`config.mk`:
```
export PLATFORM = sky130hd
export DESIGN_NAME = uart_tx_frame_gen
export DESIGN_NICKNAME = d
export VERILOG_FILES = /design/src/rtl/uart_tb_pkg.sv /design/src/rtl/uart_tx_fifo.sv /design/src/rtl/uart_tx_frame_gen.sv
export SDC_FILE = /design/constraint.sdc
export NUM_CORES = 1
export LEC_CHECK = 0
export ABC_AREA = 1
export BUFFER_PORTS_ARGS = -buffer_cell sky130_fd_sc_hd__buf_4
export CAP_MARGIN = 0
export CORE_MARGIN = 2
export CORE_UTILIZATION = 39
export DETAILED_ROUTE_END_ITERATION = 10
export MAX_ROUTING_LAYER = met4
export SETUP_SLACK_MARGIN = 0.1
export SYNTH_ARGS = -nofsm -noshare
export SYNTH_HDL_FRONTEND = slang
export SYNTH_HIERARCHICAL = 1
export SYNTH_SLANG_ARGS = --single-unit
```
`constraint.sdc`:
```
create_clock -name clk -period 4.3 [get_ports clk]
set_input_delay 0.215 -clock clk [delete_from_list [all_inputs] [get_ports clk]]
set_output_delay 0.215 -clock clk [all_outputs]
set_load 0.005 [all_outputs]
```
`src/rtl/uart_tb_pkg.sv`:
```
// Shared UART definitions: baud table, parity and bit-order encodings, divisor math.
// Latency: n/a (compile-time constants and a constant function only).
// Backpressure: n/a.
package uart_tb_pkg;

   // Baud rates selectable by index 0..9.
   localparam int BAUD_TABLE [0:10-1] = '{300, 600, 1200, 2400, 4800,
                                          9600, 19200, 38400, 57600, 115200};

   typedef enum logic [1:0] {
      PAR_NONE = 2'd0,
      PAR_EVEN = 2'd1,
      PAR_ODD  = 2'd2
   } parity_e;

   localparam int FIRST_BIT_LSB = 0;
   localparam int FIRST_BIT_MSB = 1;

   typedef enum logic [2:0] {
      ST_IDLE,
      ST_LOAD,
      ST_START,
      ST_DATA,
      ST_PARITY,
      ST_STOP
   } tx_state_e;

   // Clock cycles per serial bit; an out-of-range index yields 0 so the
   // caller's divisor check rejects it.
   function automatic int calc_div(input int clock_freq, input int baud_idx);
      if (baud_idx < 0 || baud_idx > 9) begin
         return 0;
      end
      return clock_freq / BAUD_TABLE[baud_idx];
   endfunction

endpackage

```
`src/rtl/uart_tx_fifo.sv`:
```
// Generic synchronous FIFO, registered pointers with wrap bit, sticky overflow flag.
// Latency: a pushed word is visible at the head the cycle after the push; head data is combinational.
// Backpressure: push_rdy low when full; a push while full is dropped and sets overflow (set beats clear).
module uart_tx_fifo #(
   parameter int DW = 8,
   parameter int AW = 4
) (
   input  logic          clk,
   input  logic          rst_n,
   input  logic          push_vld,
   input  logic [DW-1:0] push_dat,
   output logic          push_rdy,
   input  logic          pop_en,
   output logic [DW-1:0] pop_dat,
   output logic          empty,
   output logic          overflow,
   input  logic          clr_overflow
);
   localparam int DEPTH = 2 ** AW;

   logic [DW-1:0] mem [DEPTH];
   logic [AW:0]   wr_ptr;
   logic [AW:0]   rd_ptr;
   logic          full;
   logic          push_acc;
   logic          pop_acc;

   assign empty    = (wr_ptr == rd_ptr);
   assign full     = (wr_ptr[AW] != rd_ptr[AW]) && (wr_ptr[AW-1:0] == rd_ptr[AW-1:0]);
   assign push_rdy = ~full;
   assign push_acc = push_vld & ~full;
   assign pop_acc  = pop_en & ~empty;
   assign pop_dat  = mem[rd_ptr[AW-1:0]];

   // Pointer update; wrap bit distinguishes full from empty.
   always_ff @(posedge clk or negedge rst_n) begin
      if (!rst_n) begin
         wr_ptr <= '0;
         rd_ptr <= '0;
      end else begin
         if (push_acc) wr_ptr <= wr_ptr + (AW+1)'(1);
         if (pop_acc)  rd_ptr <= rd_ptr + (AW+1)'(1);
      end
   end

   // Storage needs no reset: contents are only read behind a valid pointer.
   always_ff @(posedge clk) begin
      if (push_acc) mem[wr_ptr[AW-1:0]] <= push_dat;
   end

   // Sticky overflow: a refused push sets it, and setting wins over a clear.
   always_ff @(posedge clk or negedge rst_n) begin
      if (!rst_n)                overflow <= 1'b0;
      else if (push_vld && full) overflow <= 1'b1;
      else if (clr_overflow)     overflow <= 1'b0;
   end

endmodule

```
`src/rtl/uart_tx_frame_gen.sv`:
```
// UART transmitter: buffers pushed words and serialises them back-to-back on o_tx.
// Latency: word accepted at edge N drives the start bit from edge N+2 when idle.
// Backpressure: o_ready low while the FIFO is full; pushes then are dropped and flagged in o_overflow.
module uart_tx_frame_gen
   import uart_tb_pkg::*;
#(
   parameter int G_STOP_BIT_NUMBER = 1,
   parameter int G_POLARITY        = 1,
   parameter int G_PARITY          = 0,
   parameter int G_BAUDRATE        = 9,
   parameter int G_DATA_WIDTH      = 8,
   parameter int G_FIRST_BIT       = 0,
   parameter int G_CLOCK_FREQ      = 20000000,
   parameter int G_FIFO_ADDR_WIDTH = 4
) (
   input  logic                    clk,
   input  logic                    rst_n,
   input  logic [G_DATA_WIDTH-1:0] i_data,
   input  logic                    i_data_valid,
   output logic                    o_ready,
   output logic                    o_tx,
   output logic                    o_busy,
   output logic                    o_fifo_empty,
   output logic                    o_overflow,
   input  logic                    i_clr_overflow
);
   localparam int   DW         = G_DATA_WIDTH;
   localparam int   DIV        = calc_div(G_CLOCK_FREQ, G_BAUDRATE);
   localparam int   STOP_LEN   = G_STOP_BIT_NUMBER * DIV;
   localparam int   CW         = $clog2(STOP_LEN);
   localparam int   BW         = $clog2(DW);
   localparam bit   MSB_FIRST  = (G_FIRST_BIT == FIRST_BIT_MSB);
   localparam bit   HAS_PARITY = (G_PARITY != int'(PAR_NONE));
   localparam logic PAR_INV    = (G_PARITY == int'(PAR_ODD));

   localparam logic [CW-1:0] BIT_LAST  = CW'(DIV - 1);
   localparam logic [CW-1:0] STOP_LAST = CW'(STOP_LEN - 1);
   localparam logic [CW-1:0] STOP_PRE  = CW'(STOP_LEN - 2);
   localparam logic [BW-1:0] DATA_LAST = BW'(DW - 1);

   if (DIV < 2) begin : g_bad_div
      $error("uart_tx_frame_gen: clock too slow for the selected baud rate");
   end
   if (G_PARITY < int'(PAR_NONE) || G_PARITY > int'(PAR_ODD)) begin : g_bad_parity
      $error("uart_tx_frame_gen: parity mode must be 0, 1 or 2");
   end
   if (G_STOP_BIT_NUMBER < 1 || G_STOP_BIT_NUMBER > 2) begin : g_bad_stop
      $error("uart_tx_frame_gen: stop bit count must be 1 or 2");
   end
   if (DW < 5 || DW > 9) begin : g_bad_width
      $error("uart_tx_frame_gen: data width must be 5..9");
   end
   if (G_FIRST_BIT != FIRST_BIT_LSB && G_FIRST_BIT != FIRST_BIT_MSB) begin : g_bad_order
      $error("uart_tx_frame_gen: bit order must be 0 or 1");
   end

   tx_state_e     state;
   tx_state_e     state_next;
   logic [CW-1:0] baud_cnt;
   logic [BW-1:0] bit_idx;
   logic [DW-1:0] shift_q;
   logic          par_q;
   logic          bit_end;
   logic          fifo_pop;
   logic          fifo_empty;
   logic          push_rdy;
   logic [DW-1:0] fifo_dat;
   logic          tx_mark;
   logic          busy_q;

   uart_tx_fifo #(
      .DW (DW),
      .AW (G_FIFO_ADDR_WIDTH)
   ) u_fifo (
      .clk          (clk),
      .rst_n        (rst_n),
      .push_vld     (i_data_valid),
      .push_dat     (i_data),
      .push_rdy     (push_rdy),
      .pop_en       (fifo_pop),
      .pop_dat      (fifo_dat),
      .empty        (fifo_empty),
      .overflow     (o_overflow),
      .clr_overflow (i_clr_overflow)
   );

   assign bit_end = (baud_cnt == BIT_LAST);

   // State register.
   always_ff @(posedge clk or negedge rst_n) begin
      if (!rst_n) state <= ST_IDLE;
      else        state <= state_next;
   end

   // Next state, FIFO pop and logical line value (1 = mark). When more data is
   // queued, LOAD takes the place of the last stop cycle so frames abut exactly.
   always_comb begin
      state_next = state;
      fifo_pop   = 1'b0;
      tx_mark    = 1'b1;
      unique case (state)
         ST_IDLE: begin
            if (!fifo_empty) state_next = ST_LOAD;
         end
         ST_LOAD: begin
            fifo_pop   = 1'b1;
            state_next = ST_START;
         end
         ST_START: begin
            tx_mark = 1'b0;
            if (bit_end) state_next = ST_DATA;
         end
         ST_DATA: begin
            tx_mark = MSB_FIRST ? shift_q[DW-1] : shift_q[0];
            if (bit_end && bit_idx == DATA_LAST) begin
               state_next = HAS_PARITY ? ST_PARITY : ST_STOP;
            end
         end
         ST_PARITY: begin
            tx_mark = par_q;
            if (bit_end) state_next = ST_STOP;
         end
         ST_STOP: begin
            if (!fifo_empty && (baud_cnt == STOP_PRE || baud_cnt == STOP_LAST)) begin
               state_next = ST_LOAD;
            end else if (baud_cnt == STOP_LAST) begin
               state_next = ST_IDLE;
            end
         end
         default: state_next = ST_IDLE;
      endcase
   end

   // Baud counter restarts on every state change and at each data-bit boundary.
   always_ff @(posedge clk or negedge rst_n) begin
      if (!rst_n) begin
         baud_cnt <= '0;
      end else if (state_next != state || (state == ST_DATA && bit_end)) begin
         baud_cnt <= '0;
      end else if (state != ST_IDLE) begin
         baud_cnt <= baud_cnt + CW'(1);
      end
   end

   // Shift register, data bit index and parity captured when the word is popped.
   always_ff @(posedge clk or negedge rst_n) begin
      if (!rst_n) begin
         shift_q <= '0;
         bit_idx <= '0;
         par_q   <= 1'b0;
      end else if (state == ST_LOAD) begin
         shift_q <= fifo_dat;
         bit_idx <= '0;
         par_q   <= (^fifo_dat) ^ PAR_INV;
      end else if (state == ST_DATA && bit_end) begin
         shift_q <= MSB_FIRST ? {shift_q[DW-2:0], 1'b0} : {1'b0, shift_q[DW-1:1]};
         bit_idx <= bit_idx + BW'(1);
      end
   end

   // Busy reflects the state and FIFO occupancy after this edge, so it drops
   // on the same edge the stop bit ends.
   always_ff @(posedge clk or negedge rst_n) begin
      if (!rst_n) busy_q <= 1'b0;
      else        busy_q <= (state_next != ST_IDLE) | ~fifo_empty | (i_data_valid & push_rdy);
   end

   assign o_tx         = (G_POLARITY != 0) ? tx_mark : ~tx_mark;
   assign o_ready      = push_rdy;
   assign o_fifo_empty = fifo_empty;
   assign o_busy       = busy_q;

endmodule

```
## Word-level counts from Yosys, hierarchy flattened

Memory sizes are Yosys's and may differ from the RTL's.
Index checks and enable logic that the tools add are counted.

| storage, ports and cells | value |
|---|---|
| memories | 1 |
| input port bits | 12 |
| flip-flop bits (word level) | 35 |
| latch bits | 0 |
| bits in writable memories | 128 |
| bits in read-only memories | 0 |

| cells by class | value |
|---|---|
| bitwise gates (word level) | 6 |
| $add $sub $neg | 4 |
| multipliers | 0 |
| shifts and indexed selects | 0 |
| equality and inequality tests | 12 |
| divide/modulo/power cells | 0 |
| $lt $le $gt $ge | 0 |
| reductions and logical operators | 15 |
| mux-type cells | 19 |

Memories:

| memory | words | width | read ports | clocked after Yosys merged registers in | write ports | RTL line | RTL |
|---|---|---|---|---|---|---|---|
| u_fifo.mem | 16 | 8 | 1 | 0 | 1 | uart_tx_fifo.sv:21 | `logic [DW-1:0] mem [DEPTH];` |

Operators by type and width:

| operator | number |
|---|---|
| two-way mux 8 bit | 4 |
| two-way mux 3 bit | 8 |
| one-hot mux 3 bit (6 select lines) | 1 |
| == test 8 bit, second input constant | 2 |
| adder 5 x 1 -> 5 bit, second input constant | 2 |
| == test 3 bit, second input constant | 3 |
| adder 8 x 1 -> 8 bit, second input constant | 1 |
| parity 8 bit | 1 |
| == test 3 x 2 -> 1 bit, second input constant | 2 |
| nonzero test 2 bit | 3 |
| nonzero test 3 bit | 2 |
| == test 5 bit | 1 |
| logical AND 1 bit | 5 |
| two-way mux 1 bit | 5 |
| == test 4 bit | 1 |
| adder 3 x 1 -> 3 bit, second input constant | 1 |
| == test 3 x 1 -> 1 bit, second input constant | 1 |
| logical NOT 3 bit | 1 |
| inequality test 3 bit | 1 |
| one-hot mux 1 bit (3 select lines) | 1 |
| bitwise AND 1 bit | 2 |
| logical OR 1 bit | 2 |
| inverter 1 bit | 2 |
| OR 1 bit | 2 |
| 2 further kinds | 2 |

## Logic depth before layout (Yosys ltp)

| logic depth | value |
|---|---|
| depth in word-level cells | 8 |
| depth in mapped cells | 16 |

## Hierarchy

Netlist, hierarchy kept.

Modules (own cells, without submodules):

| module | area each (µm²) | cells an instance | times used |
|---|---|---|---|
| uart_tx_fifo | 5992.0 | 561 | 1 |
| uart_tx_frame_gen | 1357.6 | 158 | 1 |

## Worst setup path before layout

Ideal clock, no wire load.

| timing | value |
|---|---|
| kind | reg-to-reg |
| from | register u_fifo.rd_ptr[1] |
| to | register par_q |
| buffers on the path | 2 |
| cell stages (with the launch flop) | 15 |
| setup time | 0.130 ns |
| slack | 2.400 ns |
| required time | 4.170 ns |
| arrival time | 1.770 ns |
| path through | dfrtp_1 buf_4 inv_2 clkbuf_1 nor2_1 o21ai_0 nand2_1 nand2_1 nand2_1 inv_1 nand2_1 xor2_1 xnor2_1 xnor2_1 o21ai_0 |

| between the ends | value |
|---|---|
| word-level cells in the longest chain between the ends | 2 |

Ends and longest elaborated chain:

| element | RTL line | RTL |
|---|---|---|
| start: declaration | uart_tx_fifo.sv:23 | `logic [AW:0] rd_ptr;` |
| start signal: assignment | uart_tx_fifo.sv:42 | `if (pop_acc) rd_ptr <= rd_ptr + (AW+1)'(1);` |
| memory (16 x 8 bit) | - |  |
| net fifo_dat[6] | uart_tx_frame_gen.sv:67 | `logic [DW-1:0] fifo_dat;` |
| parity 8 bit | uart_tx_frame_gen.sv:154 | `par_q <= (^fifo_dat) ^ PAR_INV;` |
| end signal: assignment | uart_tx_frame_gen.sv:154 |  |
| end: declaration | uart_tx_frame_gen.sv:62 | `logic par_q;` |

The timed path passes the listed nets, and every way through them passes these cells.
A chain may end at the register's enable or synchronous reset.

## Final worst setup path

| timing | value |
|---|---|
| from | register u_fifo.rd_ptr[0] |
| to | memory u_fifo.mem[7][3], enable pin |

| between the ends | value |
|---|---|
| word-level cells in the longest chain between the ends | 6 |

Ends and longest elaborated chain:

| element | RTL line | RTL |
|---|---|---|
| == test 4 bit | uart_tx_fifo.sv:29 | `assign full = (wr_ptr[AW] != rd_ptr[AW]) && (wr_ptr[AW-1:0] == rd_ptr[AW-1:0]);` |
| logical AND 1 bit | uart_tx_fifo.sv:29 |  |
| inverter 1 bit | uart_tx_fifo.sv:31 | `assign push_acc = push_vld & ~full;` |
| bitwise AND 1 bit | uart_tx_fifo.sv:31 |  |
| two-way mux 1 bit | uart_tx_fifo.sv:48 | `if (push_acc) mem[wr_ptr[AW-1:0]] <= push_dat;` |
| two-way mux 1 bit (not written as such) | uart_tx_fifo.sv:48 |  |
| end: declaration | uart_tx_fifo.sv:21 |  |

No other way between the ends.

==> metrics.cfg <==
[run_status]
status = finished, final reports clean

[worst_setup_path]
worstPathRequired_ns = 4.36
endpoint_kind = flop
cp_max_fo = 66
crit_arrival_ns = 2.79
crit_type = flop to flop
critPathLaunchType = flop

[global_routing]
gr-usage-met3_pct = 3.98
antenna_found_initial = 0
met2_usage_pct = 27.3
grt_overflow = 0
grt_max_degree = 69
grt_pass1_vias = 4941
grt_pass1_wl_um = 26200
grt_most_used_layer = met2
grt_usage_pct = 17.9
grtUsageMet1_pct = 23.7

[clock_network]
cts_resized = 0
root_buffer = clkbuf_16
cts_hold_buffers = 2
htreeDepth = 4
postCtsSetupBuffers = 0
clock-sinks = 163
clk_latency_ns = 0.43
clk_pin_slew_ns = 0.06
cts_buffer_depth = 2
cts-buffers-inserted = 17
cts_tree = yes

[yosys]
ys_ff_latch = 163
synthCells = 719
ys_seq_area_share_pct = 64.2
syn_area_mm2 = 0.00735
avgSynthCellArea_um2 = 10.2
synth.distinct_cells = 36
syn_nets = 740
ys_warn_count = 6

[die]
initial_core_util_pct = 39.6
core_area_mm2 = 0.0186
ios = 17
rows = 50
die_h_um = 141
dieArea_mm2 = 0.0200
fp.dieW_um = 141

[detailed_routing]
dr.pass1.iters = 5
drt_iter0_markers = 522
postRouteAntennaNets = 0
wl_per_cell_um = 17.2
via_count = 5100
via_per_inst = 5.21
wl_um = 16800
drc = 0

[final_layout]
seq_area_mm2 = 0.00472
drive_gt1_share_pct = 10.1
fin_nets = 752
area_growth_pct = 11.8
diodes = 0
nFillCells = 1697
multiInputGateArea_mm2 = 0.00231

[power_and_ir_drop]
p_per_area_mw_per_mm2 = 568
leakage_nw = 3.21
ir_drop_v = 0.000234

[min_path]
holdCritPathClass = primary input to flop

[timing]
post-route-min-period_ns = 2.73
tightest_slew_ns = 0.967
clock_skew_ns = 0.00883
rsz0062_at_grt = false
setup_violations = 0
finalCritPeriodShare_pct = 63.5
tns_ns = 0
finalMaxSlewViolations = 0
hold_violations = 0
holdWs_ns = 0.0961
timing.slew.headroom_pct = 35.4
max_freq_ghz = 0.366

[placed_design]
hpwl_um = 11000
port_buffers = 16
place_congestion = 0.928

[run]
max_cap_violations = 0

-- critical path, cell delays in order (launching register included) --
cell and delay, ns:
dfrtp_2 0.40, inv_2 0.70, nand2_1 0.13, nand2_1 0.12
nor2_2 0.06, nand3_4 0.13, nand2_4 0.23, nor2_1 0.59
-- report_power, final --
group	internal, mW	switching [mW]
Sequential	1.89	0.111
Combinational	0.399	0.846
Clock	0.805	0.620
Total	3.09	1.58
-- final timing paths --
| kind | start | to | slack (ns) | cells after the start |
|---|---|---|---|---|
| worst max-delay path | u_fifo/rd_ptr[0]$_DFFE_PN0P_ | u_fifo/mem[7][3]$_DFFE_PP_ | 1.57 | 7 |
| worst min-delay path | i_data_valid | u_fifo/overflow$_DFFE_PN0P_ | 0.1 | 3 |
| worst max register to register | u_fifo/rd_ptr[0]$_DFFE_PN0P_ | u_fifo/mem[7][3]$_DFFE_PP_ | 1.57 | 7 |
| worst min register to register | bit_idx[0]$_DFFE_PN0P_ | bit_idx[0]$_DFFE_PN0P_ | 0.49 | 1 |
| max in group asynchronous | rst_n | u_fifo/rd_ptr[0]$_DFFE_PN0P_ | 3.67 | 2 |
| min in group asynchronous | rst_n | baud_cnt[3]$_DFFE_PN0P_ | 0.28 | 2 |
-- state kept, by name, indices dropped and copies added, names as in the netlist --
signal,cells
u_fifo/overflow,1
u_fifo/mem,128
shift_q,8
u_fifo/wr_ptr,5
u_fifo/rd_ptr,5
par_q,1
state,3
bit_idx,3
baud_cnt,8
o_busy,1
-- through the flow --
stage	total power, mW	utilization, %	worst slack [ns]	cell area, µm²	std cells
3_5_place_dp	3.25	41.1	1.60	7640	944
5_1_grt	4.92	44.2	1.18	8220	978
3_3_place_gp	3.24	41.1	1.66	7640	944
2_1_floorplan	2.92	-	2.40	7350	719
4_1_cts	4.67	44.2	1.61	8220	978
6_report	4.67	44.2	1.57	8220	978
-- metal layers --
metal	vias to the layer above	share of wire (%)	routed length, µm
li1	2427	-	-
met4	0	2.2	365
met5	-	0	0
met2	215	46	7750
met3	35	6.7	1120
met1	2423	45	7540
-- synthesized netlist by cell type, drive strengths merged --
cell type,n,area [µm²]
nand2,193,749
edfxtp,128,3840
nor2,118,473
o21ai,63,315
nand3,56,318
inv,44,165
dfrtp,35,876
buf,19,113
xor2,12,105
ha,9,113
xnor2,9,78.8
clkbuf,8,30.0
nand4,6,37.5
o211ai,3,22.5
o221ai,3,26.3
a21oi,2,10.0
clkinv,2,7.51
nor3,2,15.0
o22ai,2,12.5
a21o,1,7.51
a22oi,1,7.51
and2,1,6.26
mux2i,1,10.0
o31ai,1,7.51
-- final cells by class --
class / instances / share of cell area (%)
clock inverters: 13 / 1.54
well taps: 234 / 3.56
multi-input cells: 483 / 28.2
inverters: 46 / 2.10
flip-flops and latches: 163 / 57.5
clock buffers: 19 / 5.27
repair buffers: 20 / 1.89
-- placed cells by master, fill, tap and decap left out, types with 2 or more instances in the layout --
| master | instances |
|---|---|
| nand2_1 | 185 |
| clkinv_2 | 2 |
| nand4_1 | 6 |
| o21ai_0 | 60 |
| nand2_2 | 7 |
| clkinv_1 | 2 |
| nor2_1 | 112 |
| inv_1 | 39 |
| nand3_2 | 5 |
| xor2_1 | 12 |
| dlygate4sd3_1 | 2 |
| xnor2_1 | 9 |
| clkbuf_1 | 2 |
| o211ai_1 | 3 |
| buf_4 | 18 |
| clkinv_4 | 3 |
| inv_2 | 5 |
| o21ai_1 | 3 |
| o22ai_1 | 2 |
| nor2_4 | 3 |
| a21oi_1 | 2 |
| o221ai_1 | 3 |
| clkinvlp_4 | 3 |
| inv_6 | 3 |
| edfxtp_1 | 128 |
| nand3_1 | 50 |
| clkbuf_16 | 17 |
| ha_1 | 9 |
| dfrtp_1 | 34 |
| nor2_2 | 3 |
-- cell families (layout without fill, tap and decap cells) --
| logic type | Yosys count | count (layout) | share of synthesized area, % |
|---|---|---|---|
| AND/OR/NAND/NOR | 376 | 376 | 21.8 |
| flip-flops | 163 | 163 | 64.2 |
| AO/OA/AOI/OAI | 76 | 76 | 5.57 |
| buffers and inverters | 73 | 98 | 4.29 |
| XOR/XNOR | 21 | 21 | 2.50 |
| adder cells (fa/ha/maj) | 9 | 9 | 1.53 |
| multiplexers | 1 | 1 | 0.136 |
Power figures use the tool's default switching activity.
